[config.mk]
export PLATFORM = sky130hd
export DESIGN_NAME = ram_cam_reader_flat
export DESIGN_NICKNAME = d
export VERILOG_FILES = /design/src/rtl/ram_cam_reader_pkg.sv /design/src/rtl/ram_cam_reader_if.sv /design/src/rtl/ram_cam_reader_packer.sv /design/src/rtl/ram_cam_reader.sv /design/src/flat_wrapper.sv
export SDC_FILE = /design/constraint.sdc
export NUM_CORES = 1
export LEC_CHECK = 0
export ABC_CLOCK_PERIOD_IN_PS = 6600
export CORE_ASPECT_RATIO = 1.4
export CORE_MARGIN = 2
export CORE_UTILIZATION = 50
export DETAILED_ROUTE_END_ITERATION = 6
export GPL_TIMING_DRIVEN = 0
export PLACE_DENSITY = 0.72
export SYNTH_ARGS = -nofsm -noshare
export SYNTH_HDL_FRONTEND = slang
export SYNTH_SLANG_ARGS = --single-unit
[constraint.sdc]
create_clock -name clk -period 6.6 [get_ports clk]
set_input_delay 0.66 -clock clk [delete_from_list [all_inputs] [get_ports clk]]
set_output_delay 0.66 -clock clk [all_outputs]
set_load 0.02 [all_outputs]
[src/rtl/ram_cam_reader_pkg.sv]
// ---------------------------------------------------------------------------
// cam_pkg
// Shared definitions for the camera frame-RAM reader: FSM state encoding,
// pixel/word geometry and the default frame length (160x120 4-bit pixels).
// ---------------------------------------------------------------------------
package cam_pkg;

    typedef enum logic [1:0] {
        IDLE  = 2'd0,
        FETCH = 2'd1,
        FLUSH = 2'd2
    } state_t;

    localparam int PIX_W         = 4;
    localparam int WORD_PIX      = 8;
    localparam int WORD_W        = PIX_W * WORD_PIX;
    localparam int FRAME_LEN_DEF = 19200;

endpackage

[src/rtl/ram_cam_reader_if.sv]
// ---------------------------------------------------------------------------
// ram_cam_reader_if
// Bundles the frame-RAM read port and the packed-word valid/ready stream.
//   ram_addr   : read address (reader -> RAM)
//   ram_data   : read nibble, one clk after ram_addr (RAM -> reader)
//   word_data  : 8 packed pixels, pixel 0 in bits [3:0] (reader -> consumer)
//   word_valid : word_data holds a word (reader -> consumer)
//   word_ready : consumer takes the word when word_valid && word_ready
// Modport master is the reader side, slave is the RAM/consumer side.
// ---------------------------------------------------------------------------
interface ram_cam_reader_if
    import cam_pkg::*;
#(
    parameter int ADDR_WIDTH = 15
);
    logic [ADDR_WIDTH-1:0] ram_addr;
    logic [PIX_W-1:0]      ram_data;
    logic [WORD_W-1:0]     word_data;
    logic                  word_valid;
    logic                  word_ready;

    modport master (
        output ram_addr,
        input  ram_data,
        output word_data,
        output word_valid,
        input  word_ready
    );

    modport slave (
        input  ram_addr,
        output ram_data,
        input  word_data,
        input  word_valid,
        output word_ready
    );
endinterface

[src/rtl/ram_cam_reader_packer.sv]
// ---------------------------------------------------------------------------
// ram_cam_packer
// Collects nibbles little-nibble-first into a pack register and hands each
// completed word to a one-entry output register with a valid/ready handshake.
// Ports:
//   clk_i, rst_i   : clock, asynchronous active-high reset
//   clear_i        : drop any partial word (frame start)
//   nib_vld_i/nib_i: incoming nibble
//   word_ready_i   : consumer ready
//   word_data_o    : output word, stable while not accepted
//   word_valid_o   : output word present
//   accept_o       : word transferred this cycle
//   stall_o        : upstream must not issue a new read this cycle
// ---------------------------------------------------------------------------
module ram_cam_packer
    import cam_pkg::*;
(
    input  logic              clk_i,
    input  logic              rst_i,
    input  logic              clear_i,
    input  logic              nib_vld_i,
    input  logic [PIX_W-1:0]  nib_i,
    input  logic              word_ready_i,
    output logic [WORD_W-1:0] word_data_o,
    output logic              word_valid_o,
    output logic              accept_o,
    output logic              stall_o
);

    logic [WORD_W-1:0] pack_q, pack_d;
    logic [3:0]        cnt_q, cnt_d;
    logic [WORD_W-1:0] out_q, out_d;
    logic              vld_q, vld_d;
    logic              out_free;
    logic [3:0]        fill;

    assign out_free = !vld_q || word_ready_i;
    assign accept_o = vld_q && word_ready_i;

    // A read issued now lands next cycle, so the nibble already in flight
    // counts toward "full": stop issuing once the pack register will hold
    // 8 nibbles and the output register cannot take them.
    assign fill    = cnt_q + {3'b000, nib_vld_i};
    assign stall_o = vld_q && !word_ready_i && (fill >= 4'd8);

    always_comb begin
        pack_d = pack_q;
        cnt_d  = cnt_q;
        out_d  = out_q;
        vld_d  = vld_q;
        if (accept_o) begin
            vld_d = 1'b0;
        end
        if (clear_i) begin
            cnt_d = 4'd0;
            vld_d = 1'b0;
        end else if (cnt_q == 4'd8) begin
            // Full word parked behind a busy output register.
            if (out_free) begin
                out_d = pack_q;
                vld_d = 1'b1;
                cnt_d = 4'd0;
                if (nib_vld_i) begin
                    pack_d[PIX_W-1:0] = nib_i;
                    cnt_d             = 4'd1;
                end
            end
        end else if (nib_vld_i) begin
            for (int i = 0; i < WORD_PIX; i++) begin
                if (cnt_q[2:0] == 3'(i)) begin
                    pack_d[i*PIX_W +: PIX_W] = nib_i;
                end
            end
            if (cnt_q == 4'd7 && out_free) begin
                out_d = pack_d;
                vld_d = 1'b1;
                cnt_d = 4'd0;
            end else begin
                cnt_d = cnt_q + 4'd1;
            end
        end
    end

    always_ff @(posedge clk_i or posedge rst_i) begin
        if (rst_i) begin
            pack_q <= '0;
            cnt_q  <= 4'd0;
            out_q  <= '0;
            vld_q  <= 1'b0;
        end else begin
            pack_q <= pack_d;
            cnt_q  <= cnt_d;
            out_q  <= out_d;
            vld_q  <= vld_d;
        end
    end

    assign word_data_o  = out_q;
    assign word_valid_o = vld_q;

endmodule

[src/rtl/ram_cam_reader.sv]
// ---------------------------------------------------------------------------
// ram_cam_reader
// Reads one frame of 4-bit pixels from a synchronous frame RAM (data one clk
// after address) and streams it as 32-bit words, pixel 0 in the low nibble.
// Ports:
//   clk, reset : clock, asynchronous active-high reset
//   start      : pulse to read one frame (accepted only in IDLE)
//   busy       : frame in progress
//   done       : one-cycle pulse after the last word is accepted
//   checksum   : (RAM_CAM_READER_CHECKSUM_EN only) 16-bit sum of the upper
//                and lower halves of every accepted word, valid at done
//   bus        : ram_cam_reader_if.master (RAM read port + word stream)
// Build option: define RAM_CAM_READER_CHECKSUM_EN to add the checksum output.
// ---------------------------------------------------------------------------
module ram_cam_reader
    import cam_pkg::*;
#(
    parameter int FRAME_LEN  = FRAME_LEN_DEF,
    parameter int ADDR_WIDTH = 15
) (
    input  logic clk,
    input  logic reset,
    input  logic start,
    output logic busy,
    output logic done,
`ifdef RAM_CAM_READER_CHECKSUM_EN
    output logic [15:0] checksum,
`endif
    ram_cam_reader_if.master bus
);

    localparam logic [ADDR_WIDTH-1:0] LAST_ADDR = ADDR_WIDTH'(FRAME_LEN - 1);
    localparam logic [ADDR_WIDTH-1:0] LAST_WORD = ADDR_WIDTH'(FRAME_LEN / WORD_PIX - 1);

    state_t                state_q;
    logic [ADDR_WIDTH-1:0] addr_q;
    logic [ADDR_WIDTH-1:0] words_q;
    logic                  rd_vld_q;
    logic                  busy_q;
    logic                  done_q;

    logic start_acc;
    logic issue;
    logic stall;
    logic accept;

    // A start coinciding with the done pulse belongs to the finished frame.
    assign start_acc = (state_q == IDLE) && start && !done_q;
    assign issue     = (state_q == FETCH) && !stall;

    always_ff @(posedge clk or posedge reset) begin
        if (reset) begin
            state_q  <= IDLE;
            addr_q   <= '0;
            words_q  <= '0;
            rd_vld_q <= 1'b0;
            busy_q   <= 1'b0;
            done_q   <= 1'b0;
        end else begin
            done_q   <= 1'b0;
            rd_vld_q <= issue;
            if (accept) begin
                words_q <= words_q + 1'b1;
            end
            case (state_q)
                IDLE: begin
                    if (start_acc) begin
                        addr_q  <= '0;
                        words_q <= '0;
                        busy_q  <= 1'b1;
                        state_q <= FETCH;
                    end
                end
                FETCH: begin
                    if (issue) begin
                        if (addr_q == LAST_ADDR) begin
                            state_q <= FLUSH;
                        end else begin
                            addr_q <= addr_q + 1'b1;
                        end
                    end
                end
                FLUSH: begin
                    if (accept && words_q == LAST_WORD) begin
                        done_q  <= 1'b1;
                        busy_q  <= 1'b0;
                        state_q <= IDLE;
                    end
                end
                default: state_q <= IDLE;
            endcase
        end
    end

    ram_cam_packer u_packer (
        .clk_i        (clk),
        .rst_i        (reset),
        .clear_i      (start_acc),
        .nib_vld_i    (rd_vld_q),
        .nib_i        (bus.ram_data),
        .word_ready_i (bus.word_ready),
        .word_data_o  (bus.word_data),
        .word_valid_o (bus.word_valid),
        .accept_o     (accept),
        .stall_o      (stall)
    );

    assign bus.ram_addr = addr_q;
    assign busy         = busy_q;
    assign done         = done_q;

`ifdef RAM_CAM_READER_CHECKSUM_EN
    logic [15:0] sum_q;

    always_ff @(posedge clk or posedge reset) begin
        if (reset) begin
            sum_q <= '0;
        end else if (start_acc) begin
            sum_q <= '0;
        end else if (accept) begin
            sum_q <= sum_q + bus.word_data[31:16] + bus.word_data[15:0];
        end
    end

    assign checksum = sum_q;
`endif

endmodule

[src/flat_wrapper.sv]
// flat-port wrapper written by rule: the top's interface ports become plain ports
module ram_cam_reader_flat import cam_pkg::*;
#(
    parameter int FRAME_LEN  = FRAME_LEN_DEF,
    parameter int ADDR_WIDTH = 15
)
  (clk, reset, start, busy, done, bus_ram_addr, bus_ram_data, bus_word_data, bus_word_valid, bus_word_ready);
  ram_cam_reader_if #(.ADDR_WIDTH(ADDR_WIDTH)) bus_i ();
  input  logic clk;
  input  logic reset;
  input  logic start;
  output logic busy;
  output logic done;
  output wire logic [$bits(bus_i.ram_addr)-1:0] bus_ram_addr;
  input wire logic [$bits(bus_i.ram_data)-1:0] bus_ram_data;
  output wire logic [$bits(bus_i.word_data)-1:0] bus_word_data;
  output wire logic [$bits(bus_i.word_valid)-1:0] bus_word_valid;
  input wire logic [$bits(bus_i.word_ready)-1:0] bus_word_ready;
  assign bus_ram_addr = bus_i.ram_addr;
  assign bus_i.ram_data = bus_ram_data;
  assign bus_word_data = bus_i.word_data;
  assign bus_word_valid = bus_i.word_valid;
  assign bus_i.word_ready = bus_word_ready;
  ram_cam_reader #(.FRAME_LEN(FRAME_LEN), .ADDR_WIDTH(ADDR_WIDTH)) u_core (.clk(clk), .reset(reset), .start(start), .busy(busy), .done(done), .bus(bus_i));
endmodule
==> results.toml, run 1 <==
[final_layout]
areaGrowthSynthToFinish_pct = 20.2
n_fill_cell = 862
drive_gt1_share_pct = 25.2
antenna_cells = 0
fin_util_pct = 61.2
fin_area_um2 = 6330
nNetsFinal = 531

[die]
fp-row-count = 44
die_w_um = 90.8
die_h_um = 125
start_util_pct = 50.9
io_pins = 58
core_area_um2 = 10300
die-area_um2 = 11400

[min_path]
hold_path_class = "register to register"
whs_path_depth = 1
hold_path_end = "u_core.u_packer.word_data_o[22]"
hold_start = "u_core.u_packer.word_data_o[22]"

[power_and_ir_drop]
power_density_nw_per_um2 = 196
power.total_mw = 1.24
ir_worst_vdd_v = 0.000159
leakage_nw = 2.82

[critical_path]
cp.required_ns = 6.81
regToRegEndpoint = "u_core.words_q[8]"
r2r_cells = 5
r2r_start = "u_core.state_q[0]"
r2r_slack_ns = 4.10
cp_max_fo = 10
cp_data_arrival_time_ns = 3.08
worst_setup_path_end_kind = "register"
path_class = "primary input to register"
crit_path_start_kind = "primary input"

[clock_network]
clock_latency_ns = 0.35
ctsHoldBuffers = 0
cts_tree = "yes"
cts_setup_buffers = 0
htree_num_levels = 3
cts_buffers = 9
cts_buffer_depth = 2
clkSinkCount = 104
cts_root_buf = "clkbuf_16"
cts_resized = 0
clkTransAtPathRegs_ns = 0.07

[global_route]
grt_max_degree = 65
grt_use_total_pct = 20.8
grt_antenna_before_repair = 0
grt_overflow = 0
grt_pass1_vias = 3909
grt_pass1_wl_um = 19100

[timing]
setup_viol = 0
fmax_mhz = 348
finalCritPeriodShare_pct = 43.5
drv_slew = 0
finalSetupTns_ns = 0
period_needed_ns = 2.87
worst_pin_slew_ns = 0.903
rsz0062_at_grt = "false"
final-hold-violation-count = 0
finClkSkew_ns = 0.00608
slew_headroom_pct = 39.3

[synthesis]
yosysTopAreaCell = "dfrtp_1"
synthTopCellsByArea = "dfrtp_1 (49%), mux2_2 (20%), mux2i_1 (2.5%)"
synth_flop_cell = "dfrtp_1"
synth_common_cells = "dfrtp_1 (104), mux2_2 (95), nand2_1 (34)"
synthesis.area_um2 = 5270
syn_inst = 445
ys_ff_latch = 104
synth_edf_count = 0
yosysSeqAreaShare_pct = 49.4
synth_most_common_cell = "dfrtp_1"
syn_nets = 462
syn_avg_cell_area_um2 = 11.8
postSynth.asyncResetShare_pct = 100
ys_types = 53
ys_warn_count = 0
synth.top_cell.area_share_pct = 49.4

[flow_run]
drv_cap = 0

[drt]
drt_iter0_markers = 156
drt_pre_antenna_iters = 4
ant_nets = 0
vias = 3742
wirelength_um = 11300
routedWlPerCell_um = 17.1
via_per_inst = 5.70
drc_errors = 0

[placed_design]
postPlaceCellArea_um2 = 6040
dp_hpwl_um = 7980
io_buffers = 57
routabilityCongestion = 0.857

[run_status]
status = "completed"
[cell usage in the layout (no fill, tap or decap), types with 5 or more instances in the layout]
cell             count
mux2i_1             13
xor2_1               8
nand3_1             16
dfrtp_1            104
a21oi_1             10
mux2_2              95
nor2_1              16
inv_1                7
nor4_1              11
clkbuf_1            16
nand4_1             10
and4_1               6
ha_1                 9
clkbuf_16            9
clkdlybuf4s50_1     57
nand2_1             34
nand3_2              5
or3_1                7
or4_1                5
o21ai_0              7
nand2b_1            12
[routing by layer]
metal	routed length, µm	track usage [%]	vias to the layer above
met5	0	0	-
met1	4740	26.0	1877
met3	382	3.01	19
li1	-	-	1766
met4	320	9.71	0
met2	5810	35.6	80
[where the power goes]
part | total (mW) | internal (mW) | switching (mW)
clock | 0.516 | 0.267 | 0.249
sequential | 0.653 | 0.647 | 0.00584
combinational | 0.0750 | 0.0321 | 0.0429
total | 1.24 | 0.946 | 0.298
[worst max path at each step]
stage               startpoint                               to  slack, ns  cells after the start
global placement         reset  u_core.u_packer.word_data_o[10]       1.68                      2
CTS                      start               u_core.words_q[12]       3.77                      6
global route             start               u_core.words_q[12]       3.58                      6
detailed placement       start               u_core.words_q[12]       3.44                      6
floorplan                reset           u_core.bus.ram_addr[0]       3.21                      1
finish                   start                u_core.words_q[8]       3.73                      6
[cell type report]
type / count / area, µm² / area share (%)
inverters: 8 / 32.5 / 0.514
clock buffers: 10 / 229 / 3.62
clock inverters: 6 / 60.1 / 0.948
multi-input cells: 312 / 2530 / 40.0
flip-flops and latches: 104 / 2600 / 41.1
plain buffers: 21 / 105 / 1.66
well taps: 138 / 173 / 2.73
repair buffers: 58 / 598 / 9.44
[critical path, stage by stage]
cell	delay, ns
clkdlybuf4s50_1	0.49
nor2b_1	0.18
nor3b_1	0.70
clkbuf_1	0.48
clkbuf_1	0.45
nor2_1	0.11
[through the flow]
step / instances / hold WS [ns] / worst slack (ns)
after floorplan: 445 / 0.474 / 3.21
after global placement: 640 / 0.471 / 1.68
after detailed placement: 641 / 0.492 / 3.44
after CTS: 657 / 0.506 / 3.77
after global routing: 657 / 0.527 / 3.58
final: 657 / 0.501 / 3.73
[state kept, by name, indices dropped and copies added (netlist names)]
signal / count
u_core.state_q: 2
u_core.u_packer.pack_q: 32
u_core.words_q: 15
u_core.u_packer.word_valid_o: 1
u_core.u_packer.cnt_q: 4
u_core.done: 1
u_core.rd_vld_q: 1
u_core.busy: 1
u_core.bus.ram_addr: 15
u_core.u_packer.word_data_o: 32
[kinds of logic (layout without fill, tap and decap cells)]
family | count (synthesis) | in the layout | synth area share, %
flops | 104 | 104 | 49.4
xor+xnor | 10 | 10 | 1.66
mux | 109 | 109 | 23.0
compound gates | 33 | 33 | 4.25
fa+ha+maj | 9 | 9 | 2.14
buf+inv | 29 | 103 | 2.56
simple gates | 151 | 151 | 17.0
Note: power is estimated with default switching activity, not from simulation.
==> inputs of run 2 (changes only) <==
Settings changed: ABC_CLOCK_PERIOD_IN_PS 6600 to 2650.
Clock period 6.6 ns to 2.65 ns, I/O delays scaled along.
==> run 2 against run 1 <==
Net effect:
- combinational power grew to 2.5 times the previous value
- hold slack worse by 0.18 ns
- total power grew to 2.5 times the previous value
- non-clock buffer count is 1 higher
==> results.toml, run 2 (synthesized netlist as in run 1, its figures left out) <==
[run_status]
status = "completed"

[die]
die_w_um = 90.8
io_pins = 58
fp-row-count = 44
die_h_um = 125
die-area_um2 = 11400
start_util_pct = 50.9
core_area_um2 = 10300

[global_route]
grt_pass1_wl_um = 18900
grt_antenna_before_repair = 0
grt_max_degree = 43
grt_use_total_pct = 20.5
grt_overflow = 0
grt_pass1_vias = 3928

[clock_network]
htree_num_levels = 3
cts_resized = 0
cts_setup_buffers = 0
cts_root_buf = "clkbuf_16"
ctsHoldBuffers = 0
clkSinkCount = 104
cts_tree = "yes"
clock_latency_ns = 0.34
cts_buffer_depth = 2
cts_buffers = 9
clkTransAtPathRegs_ns = 0.07

[timing]
slew_headroom_pct = 36.4
finalCritPeriodShare_pct = 88.3
fmax_mhz = 427
setup_viol = 0
drv_slew = 0
worst_pin_slew_ns = 0.947
final-hold-violation-count = 0
rsz0062_at_grt = "false"
period_needed_ns = 2.34
finClkSkew_ns = 0.00781
setup_slack_ns = 0.311

[final_layout]
layout_common_cells = "dfrtp_1 (104), mux2_2 (95), clkdlybuf4s50_1 (57), nand2_1 (34)"
antenna_cells = 0
fin_util_pct = 61.5
layout_commonest_cell = "dfrtp_1"
areaGrowthSynthToFinish_pct = 20.7
nNetsFinal = 532
drive_gt1_share_pct = 25.8

[drt]
routedWlPerCell_um = 17.0
wirelength_um = 11200
drt_iter0_markers = 164
drt_pre_antenna_iters = 4
via_per_inst = 5.71
drc_errors = 0
vias = 3759
ant_nets = 0

[placed_design]
routabilityCongestion = 0.865
dp_hpwl_um = 7910
pre_cts_slack_ns = -0.0874
io_buffers = 57

[critical_path]
cp_data_arrival_time_ns = 2.62
path_class = "register to register"
cp_max_fo = 10
crit_chain = "ha_1 > nand4_1 > nor4_2 > a21boi_0 > a21o_1"
crit_slowest_cell = "nor4_2"
cp.required_ns = 2.93
worst_setup_path_end_kind = "register"
critPathTopFamily = "simple AND/OR/NAND/NOR gates"
crit_path_start_kind = "register"
cp.buffers_inverters = 0
slowest_delay_ns = 0.87

[power_and_ir_drop]
ir_worst_vdd_v = 0.000426
power.total_mw = 3.14
leakage_nw = 2.82
power_density_nw_per_um2 = 493

[min_path]
hold_path_class = "primary input to asynchronous set/reset pin"

[flow_run]
drv_cap = 0
## run 2: final timing paths
| check | from | end | slack, ns | cells past startpoint |
|---|---|---|---|---|
| worst max-delay path | u_core.bus.ram_addr[1] | u_core.state_q[1] | 0.31 | 5 |
| worst min-delay path | reset | u_core.u_packer.word_data_o[22] | 0.32 | 2 |
| worst max register to register | u_core.bus.ram_addr[1] | u_core.state_q[1] | 0.31 | 5 |
| worst min register to register | u_core.u_packer.word_data_o[22] | u_core.u_packer.word_data_o[22] | 0.50 | 1 |
| max in group asynchronous | reset | u_core.u_packer.word_data_o[3] | 1.74 | 3 |
| min in group clk | u_core.u_packer.word_data_o[22] | u_core.u_packer.word_data_o[22] | 0.50 | 1 |
## run 2: area by class of cell
type                            count  area [µm²]
Buffer                             21         105
Clock inverter                      5        47.5
Clock buffer                       11         253
Fill cell                         860        3990
Sequential cell                   104        2600
Multi-Input combinational cell    312        2540
Inverter                            8        33.8
Timing Repair Buffer               59         611
Tap cell                          138         173
## run 2: per-stage QoR
| step | area, µm² | std cells | setup TNS (ns) | hold slack, ns |
|---|---|---|---|---|
| 4_1_cts | 6360 | 658 | 0 | 0.329 |
| 3_5_place_dp | 6060 | 642 | -0.793 | 0.483 |
| 3_3_place_gp | 6020 | 640 | -1.29 | 0.471 |
| 6_report | 6360 | 658 | 0 | 0.320 |
| 5_1_grt | 6360 | 658 | 0 | 0.361 |
| 2_1_floorplan | 5280 | 445 | 0 | 0.420 |
## run 2: worst reg2reg max path: stages (launching register included)
cell and delay [ns]:
dfrtp_1 0.43, ha_1 0.25, nand4_1 0.17, nor4_2 0.87, a21boi_0 0.39, a21o_1 0.17
## run 2: power by group
part | switching, mW | internal (mW)
Sequential | 0.0145 | 1.61
Combinational | 0.107 | 0.0817
Clock | 0.617 | 0.708
Total | 0.739 | 2.40
## run 2: per-layer routing
layer / vias to the layer above / global-route usage, % / share of wire (%)
met4: 0 / 8.20 / 1.8
met2: 86 / 35.6 / 53
li1: 1769 / - / -
met3: 21 / 3.55 / 3.6
met1: 1883 / 25.3 / 42
met5: - / 0 / 0
==> RTL edit 1 (settings of run 2) <==
The 3 states of `state_t` get a one-hot encoding in 3 bits.
--- a/src/rtl/ram_cam_reader_pkg.sv
+++ b/src/rtl/ram_cam_reader_pkg.sv
@@ -5,10 +5,10 @@
 // ---------------------------------------------------------------------------
 package cam_pkg;
 
-    typedef enum logic [1:0] {
-        IDLE  = 2'd0,
-        FETCH = 2'd1,
-        FLUSH = 2'd2
+    typedef enum logic [2:0] {
+        IDLE  = 3'b001,
+        FETCH = 3'b010,
+        FLUSH = 3'b100
     } state_t;
 
     localparam int PIX_W         = 4;
Formal check against the unedited RTL: same outputs for any inputs over 10 cycles, from zero or initial values and one cycle with reset high; not proved beyond that.
==> RTL edit 1 against run 2 <==
Wire length up 0.99%; via count about the same; final area down 1.2%; die area down 1.3%; setup slack better by 21 ps; area after synthesis down 1.4%; sequential cell count up 1; highest routed layer unchanged.
Power is not compared: it rests on default switching activity, and its combinational part moved more than twofold at a synthesized area within 25%.
==> RTL edit 1: results <==
export IMPL_grt_start_max_net_pins=43
export IMPL_outcome="completed"
export IMPL_syn_avg_cell_area_sq_um=11.7
export IMPL_drive_gt1_share_pct=24.7
export IMPL_critPathSlowestCell="dfrtp_1"
export IMPL_critPathArrivalTime_ps=2560
export IMPL_synth_cell_types=47
export IMPL_place_area_sq_um=5980
export IMPL_use_met2_pct=36.4
export IMPL_fin_skew_ps=8.27
export IMPL_port_buffer_count=57
export IMPL_synth_seq_area_share_pct=50.6
export IMPL_synthArstFlopShare_pct=100
export IMPL_rr_worst_depth=7
export IMPL_critPathLaunch="u_core.u_packer.cnt_q[0]"
export IMPL_via_count=3760
export IMPL_topRoutingLayerUsed="met4"
export IMPL_place_ws_ps=-71.9
export IMPL_drt_vias_per_instance=5.73
export IMPL_grt_pass1_vias=3903
export IMPL_p_leak_nw=2.86
export IMPL_cp_endpoint="u_core.u_packer.word_data_o[4]"
export IMPL_grt_pass1_wl_um=19000
export IMPL_numCtsBuffers=9
export IMPL_clkLatencyLatePin_ps=350
export IMPL_syn_nets=461
export IMPL_grtUsageTotal_pct=20.9
export IMPL_htree_levels=3
export IMPL_ir_drop_mv=0.296
export IMPL_dpl_cell_count=641
export IMPL_use_met1_pct=25.5
export IMPL_synth_common_cells="104 x dfrtp_1, 98 x mux2_2, 34 x nand2_1"
export IMPL_slowest_delay_ps=470
export IMPL_use_met3_pct=2.96
export IMPL_wl_met2_um=5850
export IMPL_gp_congestion=0.898
export IMPL_hpwlAfterDp_um=8050
export IMPL_wl_met1_um=4810
export IMPL_wl_um=11300
export IMPL_drt_iter0_drc=175
export IMPL_drt_pass1_iterations=7
export IMPL_nets=531
export IMPL_fmax_ghz=0.431
export IMPL_cts_resized_gates=0
export IMPL_synth_area_top_cells="dfrtp_1 50%, mux2_2 21%, nand2_1 2.5%"
export IMPL_diodes=0
export IMPL_wl_met3_um=354
export IMPL_relSlewSlack_pct=41.4
RTL edit 1: cell count changes in the layout (fill, tap and decap cells not counted), sizes merged, moves of 5 or more:
cell    before  now
nor4        12    5
nand2b      12    7
xor2         8    2
a21oi       11   18
nand3       21   16
nand4       10   17
RTL edit 1: worst max-delay path, delay by kind of cell, from the launching register on:
kind	cells	cell delay, ps
flip-flops	1	470
buffers and inverters	2	450
multiplexers	1	380
AND/OR/NAND/NOR	2	370
AO/OA/AOI/OAI	1	320
adder cells (fa/ha/maj)	1	220
RTL edit 1: worst min path at each step:
stage | endpoint | start | slack, ps
after floorplan | u_core.words_q[1] | bus_word_ready | 420
after global placement | u_core.u_packer.pack_q[8] | u_core.u_packer.pack_q[8] | 480
after detailed placement | u_core.u_packer.pack_q[15] | u_core.u_packer.pack_q[15] | 490
after CTS | u_core.u_packer.word_data_o[26] | reset | 460
after global routing | u_core.u_packer.word_data_o[26] | reset | 510
final | u_core.u_packer.word_data_o[20] | reset | 430
RTL edit 1: cell families after synthesis:
family / Yosys count / share of synthesized area (%)
AO/OA/AOI/OAI: 41 / 4.86
multiplexers: 109 / 23.4
buffers and inverters: 30 / 2.31
adder cells (fa/ha/maj): 9 / 2.17
AND/OR/NAND/NOR: 142 / 15.4
XOR/XNOR: 8 / 1.35
flip-flops: 105 / 50.6
RTL edit 1: area by class of cell:
class	count	area, sq um
buffer	20	82.6
sequential	105	2630
fill	857	3950
clock inverter	6	75.1
timing repair buffer	59	611
clock buffer	9	225
multi-input combinational	309	2450
inverter	10	41.3
tap	138	173
RTL edit 1: power by group:
part | total, W | switching [W] | internal (W)
registers | 0.00162 | 0.00000599 | 0.00161
clock network | 0.00136 | 0.000618 | 0.000741
logic | 0.0000889 | 0.0000595 | 0.0000294
total | 0.00306 | 0.000684 | 0.00238
==> RTL edit 2 (flow settings as in run 2) <==
Without the edit above. Set the package constant `PIX_W` to 5 (it was 4).
--- a/src/rtl/ram_cam_reader_pkg.sv
+++ b/src/rtl/ram_cam_reader_pkg.sv
@@ -11,7 +11,7 @@
         FLUSH = 2'd2
     } state_t;
 
-    localparam int PIX_W         = 4;
+    localparam int PIX_W         = 5;
     localparam int WORD_PIX      = 8;
     localparam int WORD_W        = PIX_W * WORD_PIX;
     localparam int FRAME_LEN_DEF = 19200;
Interface: changed (resized bus_ram_data and bus_word_data); port bits go from 58 to 67. No check against the original RTL was run, so the function may have changed too.
==> RTL edit 2 against run 2 <==
Final area is 12% higher; sequential cell count is 16 higher; setup slack worse by 86 ps; critical endpoint is now u_core.bus.ram_addr[0]; wire length is 18% higher; area after synthesis is 6.5% higher; critical path type unchanged; via count is 14% higher.
Power is not compared: it rests on default switching activity, and its combinational part moved more than twofold at a synthesized area within 25%.
==> RTL edit 2: results <==
export IMPL_outcome="completed"
export IMPL_grt_pass1_wl_um=22000
export IMPL_synthArstFlopShare_pct=100
export IMPL_drive_gt1_share_pct=13.9
export IMPL_drt_vias_per_instance=5.61
export IMPL_clock_path_buffers=2
export IMPL_wl_met2_um=7060
export IMPL_whs_ps=262
export IMPL_antenna_found_initial=0
export IMPL_critPathSlowestCell="dfrtp_1"
export IMPL_p_leak_nw=3.16
export IMPL_port_buffer_count=66
export IMPL_critPathMaxFanout=10
export IMPL_wl_met1_um=5470
export IMPL_synth_seq_area_share_pct=53.5
export IMPL_wl_met3_um=383
export IMPL_gp_congestion=0.846
export IMPL_grtUsageTotal_pct=23.3
export IMPL_critPathArrivalTime_ps=2710
export IMPL_ant_nets=0
export IMPL_hpwlAfterDp_um=9040
export IMPL_synth_area_top_cells="dfrtp_1 54%, mux2_2 8.0%, mux2i_1 7.3%"
export IMPL_post_cts_buffers=0
export IMPL_clk_pin_slew_worst_paths_ps=60
export IMPL_stdcell_count=765
export IMPL_ys_flop_type="dfrtp_1"
export IMPL_cts_root_buf="clkbuf_16"
export IMPL_dpl_cell_count=733
export IMPL_syn_nets=541
export IMPL_drt_iter0_drc=173
export IMPL_rr_worst_depth=7
export IMPL_place_ws_ps=-152
export IMPL_relSlewSlack_pct=34.2
export IMPL_r2r_setup_slack_ps=220
export IMPL_slowest_delay_ps=480
export IMPL_numCtsBuffers=17
export IMPL_endpoint_kind="flip-flop"
export IMPL_syn_avg_cell_area_sq_um=10.7
export IMPL_drt_pass1_iterations=4
export IMPL_worstReg2RegEnd="u_core.bus.ram_addr[0]"
export IMPL_synth_common_cells="120 x dfrtp_1, 73 x nor2_1, 56 x a21oi_1"
export IMPL_htree_levels=4
export IMPL_topRoutingLayerUsed="met4"
export IMPL_nets=629
export IMPL_wl_um=13100
export IMPL_finalCriticalPeriod_ps=2430
export IMPL_clkLatencyLatePin_ps=410
export IMPL_synth_cell_types=44
export IMPL_place_area_sq_um=6520
export IMPL_grt_pass1_vias=4530
export IMPL_critPathLaunch="u_core.rd_vld_q"
export IMPL_yosysWarnings=0
export IMPL_grt_start_max_net_pins=42
export IMPL_diodes=0
export IMPL_internal_power_w=0.00578
export IMPL_fin_skew_ps=7.69
RTL edit 2: changes by cell type after synthesis, moves of 10 or more:
cell	before	now
nor2_1	16	73
mux2_2	95	40
a21oi_1	10	56
mux2i_1	13	41
dfrtp_1	104	120
nand2_1	34	22
xnor2_1	2	12
RTL edit 2: power by group through the flow:
stage | Combinational (W) | Clock [W] | Sequential [W]
after global routing | 0.00385 | 0.00245 | 0.00318
after CTS | 0.00355 | 0.00236 | 0.00309
after global placement | 0.00340 | 0 | 0.00305
final | 0.00353 | 0.00233 | 0.00309
after floorplan | 0.00184 | 0 | 0.00343
after detailed placement | 0.00349 | 0 | 0.00310
RTL edit 2: layout make-up:
| type | count | area, sq um |
|---|---|---|
| Clock inverter | 12 | 150 |
| Clock buffer | 20 | 457 |
| Multi-Input combinational cell | 369 | 2480 |
| Fill cell | 833 | 3730 |
| Tap cell | 141 | 176 |
| Inverter | 10 | 41.3 |
| Sequential cell | 120 | 3000 |
| Buffer | 24 | 97.6 |
| Timing Repair Buffer | 69 | 728 |
RTL edit 2: logic make-up after synthesis:
group / synth area share (%)
AND/OR/NAND/NOR: 15.4
XOR/XNOR: 2.97
flip-flops: 53.5
buffers and inverters: 2.41
multiplexers: 15.8
AO/OA/AOI/OAI: 7.89
adder cells (fa/ha/maj): 2.01
RTL edit 2: worst reg2reg max path, stage by stage (launching register included):
cell and delay (ps):
dfrtp_1 480, ha_1 220, and3_2 230, mux2i_2 220, or3_4 440, buf_2 200, nor2_1 180, mux2_2 360
RTL edit 2: layer usage:
layer  track usage [%]  up-vias
li1                  -     2021
met1              27.3     2144
met2              42.3      103
met3              4.77       21
met4              7.84        0
met5                 0        -
RTL edit 2: repair_timing:
action / in CTS / in global routing
endpoints found under the setup margin: 40 / 27
resized for setup: 1 / 1
gates cloned: 0 / 0
